## config.mk

```make
export PLATFORM = sky130hd
export DESIGN_NAME = stack_unit
export DESIGN_NICKNAME = d
export VERILOG_FILES = /design/src/rtl/stack_unit_pkg.sv /design/src/rtl/stack_ram.sv /design/src/rtl/stack_unit.sv
export SDC_FILE = /design/constraint.sdc
export NUM_CORES = 1
export LEC_CHECK = 0
export CAP_MARGIN = 20
export CORE_MARGIN = 3
export CORE_UTILIZATION = 51
export DETAILED_ROUTE_END_ITERATION = 8
export PLACE_DENSITY = 0.7
export SYNTH_ARGS = -nofsm -noshare
export SYNTH_HDL_FRONTEND = slang
export SYNTH_SLANG_ARGS = --single-unit
export TNS_END_PERCENT = 1
```

## constraint.sdc

```tcl
create_clock -name clock -period 3.15 [get_ports clock]
set_clock_uncertainty 0.15 [all_clocks]
set_input_delay 0.63 -clock clock [delete_from_list [all_inputs] [get_ports clock]]
set_output_delay 0.63 -clock clock [all_outputs]
set_load 0.05 [all_outputs]
```

## src/rtl/stack_unit_pkg.sv

```systemverilog
// Shared constants for the MEM-stage hardware stack.
//   - Stack-op encodings driven by the control unit on sigNewSP.
//   - Qualifier FSM state encodings used inside stack_unit.
package stack_unit_pkg;

  // Stack-op codes (2'b11 is reserved and behaves as hold).
  localparam logic [1:0] stackPointerDef  = 2'b00;
  localparam logic [1:0] stackPointerPush = 2'b01;
  localparam logic [1:0] stackPointerPop  = 2'b10;

  // Qualifier FSM: ARMED accepts one op, DONE waits for enMem to drop.
  localparam logic [0:0] ST_ARMED = 1'b0;
  localparam logic [0:0] ST_DONE  = 1'b1;

endpackage

```

## src/rtl/stack_ram.sv

```systemverilog
// Stack storage: DEPTH x WIDTH, synchronous write, asynchronous read, no reset.
// Ports:
//   clk    in  : write clock, rising edge
//   we     in  : write enable
//   waddr  in  : write index
//   wdata  in  : write data
//   raddr  in  : read index
//   rdata  out : combinational read data
module stack_ram #(
  parameter int WIDTH = 16,
  parameter int DEPTH = 8,
  parameter int PTR_W = $clog2(DEPTH)
) (
  input  logic             clk,
  input  logic             we,
  input  logic [PTR_W-1:0] waddr,
  input  logic [WIDTH-1:0] wdata,
  input  logic [PTR_W-1:0] raddr,
  output logic [WIDTH-1:0] rdata
);

  logic [WIDTH-1:0] mem [DEPTH];

  always_ff @(posedge clk) begin
    if (we) begin
      mem[waddr] <= wdata;
    end
  end

  assign rdata = mem[raddr];

endmodule

```

## src/rtl/stack_unit.sv

```systemverilog
// MEM-stage return/data stack executing PUSH/POP/CALL/RET for the control unit.
// Ports:
//   clock, reset          : rising-edge clock, async active-high reset
//   enMem, sigStackMem    : op qualifiers from the control unit
//   sigNewSP              : 00 hold, 01 push, 10 pop, 11 hold
//   sigAddData            : push source, 1 = pcReturn (CALL), 0 = regData (PUSH)
//   pcReturn, regData     : push data candidates
//   stackData             : last popped word (registered)
//   fullFlag, emptyFlag   : decoded from the stack pointer
//   overflowErr, underflowErr : sticky misuse flags, cleared only by reset
//   stackDepth            : current stack pointer
// Handshake: an op is taken on the first rising edge where enMem=1,
// sigStackMem=1, sigNewSP is push/pop and the qualifier is ARMED; further
// ops wait until an edge sees enMem=0, so a held request executes once.
module stack_unit
  import stack_unit_pkg::*;
#(
  parameter int WIDTH = 16,
  parameter int DEPTH = 8,
  parameter int PTR_W = $clog2(DEPTH)
) (
  input  logic             clock,
  input  logic             reset,
  input  logic             enMem,
  input  logic             sigStackMem,
  input  logic [1:0]       sigNewSP,
  input  logic             sigAddData,
  input  logic [WIDTH-1:0] pcReturn,
  input  logic [WIDTH-1:0] regData,
  output logic [WIDTH-1:0] stackData,
  output logic             fullFlag,
  output logic             emptyFlag,
  output logic             overflowErr,
  output logic             underflowErr,
  output logic [PTR_W:0]   stackDepth
);

  localparam logic [PTR_W:0]   SP_FULL = (PTR_W+1)'(DEPTH);
  localparam logic [PTR_W:0]   SP_ONE  = (PTR_W+1)'(1);
  localparam logic [PTR_W-1:0] IDX_ONE = PTR_W'(1);

  logic [PTR_W:0]   sp_q, sp_d;
  logic [WIDTH-1:0] stack_data_q, stack_data_d;
  logic             ovf_q, ovf_d;
  logic             unf_q, unf_d;
  logic [0:0]       state_q, state_d;

  logic             is_push, is_pop, op_go, full, empty;
  logic             ram_we;
  logic [PTR_W-1:0] ram_waddr, ram_raddr;
  logic [WIDTH-1:0] ram_wdata, ram_rdata;

  assign is_push = (sigNewSP == stackPointerPush);
  assign is_pop  = (sigNewSP == stackPointerPop);
  assign op_go   = enMem && sigStackMem && (is_push || is_pop) && (state_q == ST_ARMED);
  assign full    = (sp_q == SP_FULL);
  assign empty   = (sp_q == '0);

  // Low bits index the RAM; at sp==DEPTH they wrap to 0, so sp-1 still
  // addresses the top entry DEPTH-1.
  assign ram_waddr = sp_q[PTR_W-1:0];
  assign ram_raddr = sp_q[PTR_W-1:0] - IDX_ONE;
  assign ram_wdata = sigAddData ? pcReturn : regData;

  always_comb begin
    sp_d         = sp_q;
    stack_data_d = stack_data_q;
    ovf_d        = ovf_q;
    unf_d        = unf_q;
    state_d      = state_q;
    ram_we       = 1'b0;
    if (op_go) begin
      // Rejected ops also consume the arm.
      state_d = ST_DONE;
      if (is_push) begin
        if (full) begin
          ovf_d = 1'b1;
        end else begin
          ram_we = 1'b1;
          sp_d   = sp_q + SP_ONE;
        end
      end else begin
        if (empty) begin
          unf_d = 1'b1;
        end else begin
          sp_d         = sp_q - SP_ONE;
          stack_data_d = ram_rdata;
        end
      end
    end else if (!enMem) begin
      state_d = ST_ARMED;
    end
  end

  always_ff @(posedge clock or posedge reset) begin
    if (reset) begin
      sp_q         <= '0;
      stack_data_q <= '0;
      ovf_q        <= 1'b0;
      unf_q        <= 1'b0;
      state_q      <= ST_ARMED;
    end else begin
      sp_q         <= sp_d;
      stack_data_q <= stack_data_d;
      ovf_q        <= ovf_d;
      unf_q        <= unf_d;
      state_q      <= state_d;
    end
  end

  stack_ram #(
    .WIDTH (WIDTH),
    .DEPTH (DEPTH),
    .PTR_W (PTR_W)
  ) u_ram (
    .clk   (clock),
    .we    (ram_we),
    .waddr (ram_waddr),
    .wdata (ram_wdata),
    .raddr (ram_raddr),
    .rdata (ram_rdata)
  );

  assign stackData    = stack_data_q;
  assign fullFlag     = full;
  assign emptyFlag    = empty;
  assign overflowErr  = ovf_q;
  assign underflowErr = unf_q;
  assign stackDepth   = sp_q;

endmodule

```

==> impl_metrics.ini, run 1 <==
[routing]
drc_errors = 0
first_pass_iters = 6
routedWlPerCell_um = 21.0
routed_via_density = 5.63
vias = 3177
ant_nets = 0
drt_wl_total_um = 11800
dr.first_iter.drc_count = 169

[clocking]
clk_path_buf_depth = 2
cts_setup_buffers = 0
ctsResizeCount = 0
postCtsHoldBufs = 0
clkSlewWorstSetupHoldPaths_ns = 0.06
cts_htree_levels = 4
cts_tree = yes
cts_num_sinks = 151
cts-root-buf = clkbuf_16
cts_buffers = 17
insertion_delay_ns = 0.42

[finish]
fill_cells = 796
area_delta_synth_final_pct = 24.2
multi_input_area_um2 = 1650
seq_area_um2 = 4420
layout.nets = 452
antenna_cells = 0
drive_gt1_frac = 0.228

[synthesis]
yosysTopAreaCell = edfxtp_1
syn_nets = 363
syn_avg_cell_area_um2 = 19.4
ys_seq_elements = 151
ys_warn_count = 0
syn_inst = 319
yosysUniqueCellTypes = 33
ys_seq_area_frac = 0.713
synthTopCellsByArea = edfxtp_1, dfrtp_1, mux4_1
synth_area_um2 = 6200
synth_top_area_frac = 0.620

[worst_setup_path]
startpoint_type = flip-flop
crit_chain = inv_1, ha_1, nor2b_1, and2_1, buf_12
cp_slowest_cell = dfrtp_2
critPathMaxFanout = 5
cp_num_buf_inv = 2
slowest_delay_ns = 0.42
required_ns = 2.37
arrival_ns = 1.93
end_kind = primary output
critical_path.top_delay_family = simple AND/OR/NAND/NOR gates
crit_type = reg2out

[floorplan]
dieArea_um2 = 13500
fp.dieW_um = 116
fp.coreArea_um2 = 11700
num_rows = 39
num_io_pins = 63
die_h_um = 116
initial_core_util = 0.531

[timing]
slew_viol_final = 0
tightest_slew_ns = 0.750
fin_hold_ws_ns = 0.328
finalHoldViolations = 0
setup_violations = 0
fin_crit_sh = 0.861
fin_setup_tns_ns = 0
rsz0062_at_grt = false
slew_headroom = 0.499
fmax_ghz = 0.369
finalCriticalPeriod_ns = 2.71

[status]
status = completed

[grt]
grt_max_degree = 37
grt_pass1_vias = 3334
grt_pass1_wl_um = 18800
antenna_found_initial = 0
grt_overflow_total = 0
grt_usage = 0.194

[placement]
gp_congestion = 0.797
portBuffers = 62
hpwl_um = 7750

[power_and_ir_drop]
power_density_nw_per_um2 = 933
vdd_drop_max_mv = 0.491
p_leak_nw = 2.74

[run]
drv_cap = 0

[min_path]
hp-class = reg2reg
-- path summary, 6_finish.rpt --
path                                           startpoint                         to  slack (ns)  cells after the start
worst max register to register  stackDepth[0]$_DFFE_PP0P_   stackData[3]$_DFFE_PP0P_        0.88                      6
max in group asynchronous                           reset  stackDepth[0]$_DFFE_PP0P_        1.83                      3
worst min-delay path              overflowErr$_DFFE_PP0P_    overflowErr$_DFFE_PP0P_        0.33                      1
worst min register to register    overflowErr$_DFFE_PP0P_    overflowErr$_DFFE_PP0P_        0.33                      1
min in group asynchronous                           reset   stackData[5]$_DFFE_PP0P_        0.39                      2
worst max-delay path            stackDepth[0]$_DFFE_PP0P_                   fullFlag        0.44                      5
-- routing by layer --
layer | up-vias | share of wire | track usage
li1 | 1454 | - | -
met1 | 1609 | 0.43 | 0.262
met2 | 98 | 0.51 | 0.307
met3 | 16 | 0.048 | 0.0528
met4 | 0 | 0.018 | 0.0727
met5 | - | 0 | 0
-- Yosys cell counts (all sizes together) --
library cell / n
edfxtp: 128
mux4: 32
nor2: 25
dfrtp: 23
a21oi: 20
mux2: 18
mux2i: 17
buf: 13
nand2: 8
inv: 6
clkbuf: 4
ha: 4
nor3: 3
xnor2: 3
a31o: 2
nand3: 2
nor2b: 2
a21o: 1
a32oi: 1
and2: 1
and3b: 1
fa: 1
nand4bb: 1
nor3b: 1
o21a: 1
xor2: 1
-- cell families (layout without fill, tap and decap cells) --
| family | Yosys count | in the layout | share of synthesized area |
|---|---|---|---|
| AND/OR/NAND/NOR | 44 | 44 | 0.0357 |
| flip-flops | 151 | 151 | 0.713 |
| adder cells (fa/ha/maj) | 5 | 5 | 0.0113 |
| XOR/XNOR | 4 | 4 | 0.00868 |
| buffers and inverters | 23 | 125 | 0.0224 |
| multiplexers | 67 | 67 | 0.186 |
| AO/OA/AOI/OAI | 25 | 25 | 0.0228 |
-- sequential cells by signal, indices dropped and copies added (netlist names) --
name / count
u_ram.mem: 128
stackData: 16
stackDepth: 4
overflowErr: 1
state_q: 1
underflowErr: 1
-- cell usage in the layout, fill, tap and decap left out, types with 2 or more instances in the layout --
cell type and n:
mux4_2 16, clkbuf_16 17, nor2_1 25, clkinvlp_4 3, xnor2_1 3, clkbuf_1 2, a21oi_1 20, nand3_1 2
inv_1 6, nand2_1 8, mux2i_1 17, buf_4 26, nor3_1 2, edfxtp_1 128, mux4_1 16, clkinv_2 3
mux2_2 17, nor2b_1 2, clkdlybuf4s50_1 60, ha_1 4, dfrtp_1 22, bufinv_16 4, a31o_2 2
-- through the flow --
| stage | setup slack (ns) | cells | utilization | cell area (um2) | total power [W] |
|---|---|---|---|---|---|
| floorplan | 0.211 | 319 | - | 6200 | 0.00445 |
| global placement | 0.294 | 532 | 0.607 | 7080 | 0.00513 |
| detailed placement | 0.264 | 532 | 0.607 | 7080 | 0.00515 |
| CTS | 0.420 | 564 | 0.660 | 7700 | 0.00726 |
| global route | 0.322 | 564 | 0.660 | 7700 | 0.00752 |
| finish | 0.437 | 564 | 0.660 | 7700 | 0.00718 |
-- power by group --
part / internal, W / switching [W]
Combinational: 0.00115 / 0.00149
Clock: 0.00132 / 0.000762
Sequential: 0.00234 / 0.000114
-- layout make-up --
cell class / count / share of cell area
clock inverter: 13 / 0.0232
timing repair buffer: 87 / 0.106
sequential: 151 / 0.574
inverter: 6 / 0.00293
tap: 143 / 0.0232
multi-input combinational: 145 / 0.214
clock buffer: 19 / 0.0563
Power figures use the tool's default switching activity.
==> run 2: changes to the inputs <==
Settings changed: CTS_CLUSTER_DIAMETER set to 200.
==> results of run 2 <==
Final layout, timing and power as in run 1 (identical DEF).
==> run 3: changes to the inputs <==
Settings changed: CELL_PAD_IN_SITES_DETAIL_PLACEMENT set to 0, CELL_PAD_IN_SITES_GLOBAL_PLACEMENT set to 1, CORE_UTILIZATION 51 to 49, CTS_CLUSTER_SIZE set to 16, PLACE_DENSITY 0.7 to 0.76.
==> run 3 against run 2 <==
  * Power about the same
  * Die area increased by 3.9%
  * Routed wire length decreased by 2.9%
  * Highest routed layer unchanged
==> impl_metrics.ini, run 3 (synthesized netlist as in run 1, its figures left out) <==
[placement]
portBuffers = 62
gp_congestion = 0.762
hpwl_um = 7280
placed_area_um2 = 7140
dpl_worst_slack_ns = 0.264

[worst_setup_path]
arrival_ns = 2.10
startpoint_type = flip-flop
end_kind = primary output
required_ns = 2.37
critPathMaxFanout = 7
crit_type = reg2out
worst_r2r_path_depth = 6

[status]
status = completed

[run]
drv_cap = 0

[grt]
grt_max_degree = 37
grt_overflow_total = 0
antenna_found_initial = 0
grt_pass1_wl_um = 18000
grt_pass1_vias = 3199
grt_usage = 0.174

[timing]
fin_hold_ws_ns = 0.327
finalCriticalPeriod_ns = 2.88
rsz0062_at_grt = false
fin_crit_sh = 0.916
finalHoldViolations = 0
timing.final.ws_setup_ns = 0.265
fmax_ghz = 0.347
slew_viol_final = 0
slew_headroom = 0.553
fin_setup_tns_ns = 0
setup_violations = 0
tightest_slew_ns = 0.670

[finish]
layout.nets = 447
mostFrequentLayoutCells = edfxtp_1, clkdlybuf4s50_1, nor2_1, dfrtp_1, a21oi_1
seq_area_um2 = 4420
largest_reg_flops = 128
fin_area_um2 = 7760
regMostFlops = u_ram.mem
final_common_cell = edfxtp_1
multi_input_area_um2 = 1650
drive_gt1_frac = 0.219
fill_cells = 890
area_delta_synth_final_pct = 25.2
antenna_cells = 0

[floorplan]
fp.dieW_um = 118
die_h_um = 118
num_io_pins = 63
num_rows = 40
fp.coreArea_um2 = 12200
dieArea_um2 = 14000
initial_core_util = 0.508

[min_path]
hold_depth = 1
hp-class = reg2reg

[clocking]
cts_tree = yes
clkSlewWorstSetupHoldPaths_ns = 0.06
cts-root-buf = clkbuf_16
ctsResizeCount = 0
postCtsHoldBufs = 0
cts_buffers = 17
cts_num_sinks = 151
insertion_delay_ns = 0.42
cts_htree_levels = 4
cts_setup_buffers = 0
clk_path_buf_depth = 2

[power_and_ir_drop]
power_density_nw_per_um2 = 926
power_w = 0.00718
p_leak_nw = 2.74
vdd_drop_max_mv = 0.401

[routing]
routed_via_density = 5.31
vias = 3100
ant_nets = 0
routedWlPerCell_um = 19.6
dr.first_iter.drc_count = 171
drt_wl_total_um = 11500
first_pass_iters = 4
drc_errors = 0
==> run 3: cell types whose count changed in the layout (fill, tap and decap cells not counted) <==
cell        change
buf_12          +5
buf_4          -10
clkbuf_1        -1
clkbuf_8        +1
clkinv_1        +1
clkinvlp_4      -2
inv_6           +1
==> run 3: per-stage QoR <==
| stage | util | instances |
|---|---|---|
| after global routing | 0.635 | 584 |
| after floorplan | - | 319 |
| after CTS | 0.635 | 584 |
| after detailed placement | 0.585 | 552 |
| after global placement | 0.585 | 552 |
| final | 0.635 | 584 |
==> run 3: path summary, 6_finish.rpt <==
path / to / from / slack (ns)
max: fullFlag / stackDepth[1]$_DFFE_PP0P_ / 0.27
min: overflowErr$_DFFE_PP0P_ / overflowErr$_DFFE_PP0P_ / 0.33
max reg2reg: stackData[6]$_DFFE_PP0P_ / stackDepth[1]$_DFFE_PP0P_ / 0.75
min reg2reg: overflowErr$_DFFE_PP0P_ / overflowErr$_DFFE_PP0P_ / 0.33
max in group asynchronous: stackData[10]$_DFFE_PP0P_ / reset / 1.80
min in group asynchronous: stackData[0]$_DFFE_PP0P_ / reset / 0.43
==> run 3: layout make-up <==
type,instances,area share
repair buffers,82,0.108
clock buffers,19,0.0571
inverters,6,0.00290
clock inverters,13,0.0227
flip-flops and latches,151,0.570
well taps,168,0.0271
multi-input cells,145,0.212
==> run 3: where the power goes <==
group / internal [W] / switching (W) / total, W
combinational: 0.00116 / 0.00145 / 0.00262
clock: 0.00134 / 0.000761 / 0.00210
sequential: 0.00234 / 0.000125 / 0.00246
total: 0.00484 / 0.00234 / 0.00718
==> run 3: worst max-delay path, stage by stage, from the launching register on <==
cell	delay, ns
dfrtp_1	0.48
inv_1	0.15
ha_1	0.34
nor2b_1	0.31
and2_1	0.25
buf_12	0.15
==> run 3: metal layers <==
metal | routed length, um | vias up | track usage
met4 | 111 | 0 | 0.0695
met1 | 5050 | 1578 | 0.232
met5 | 0 | - | 0
met2 | 5830 | 69 | 0.278
met3 | 481 | 8 | 0.0435
li1 | - | 1445 | -
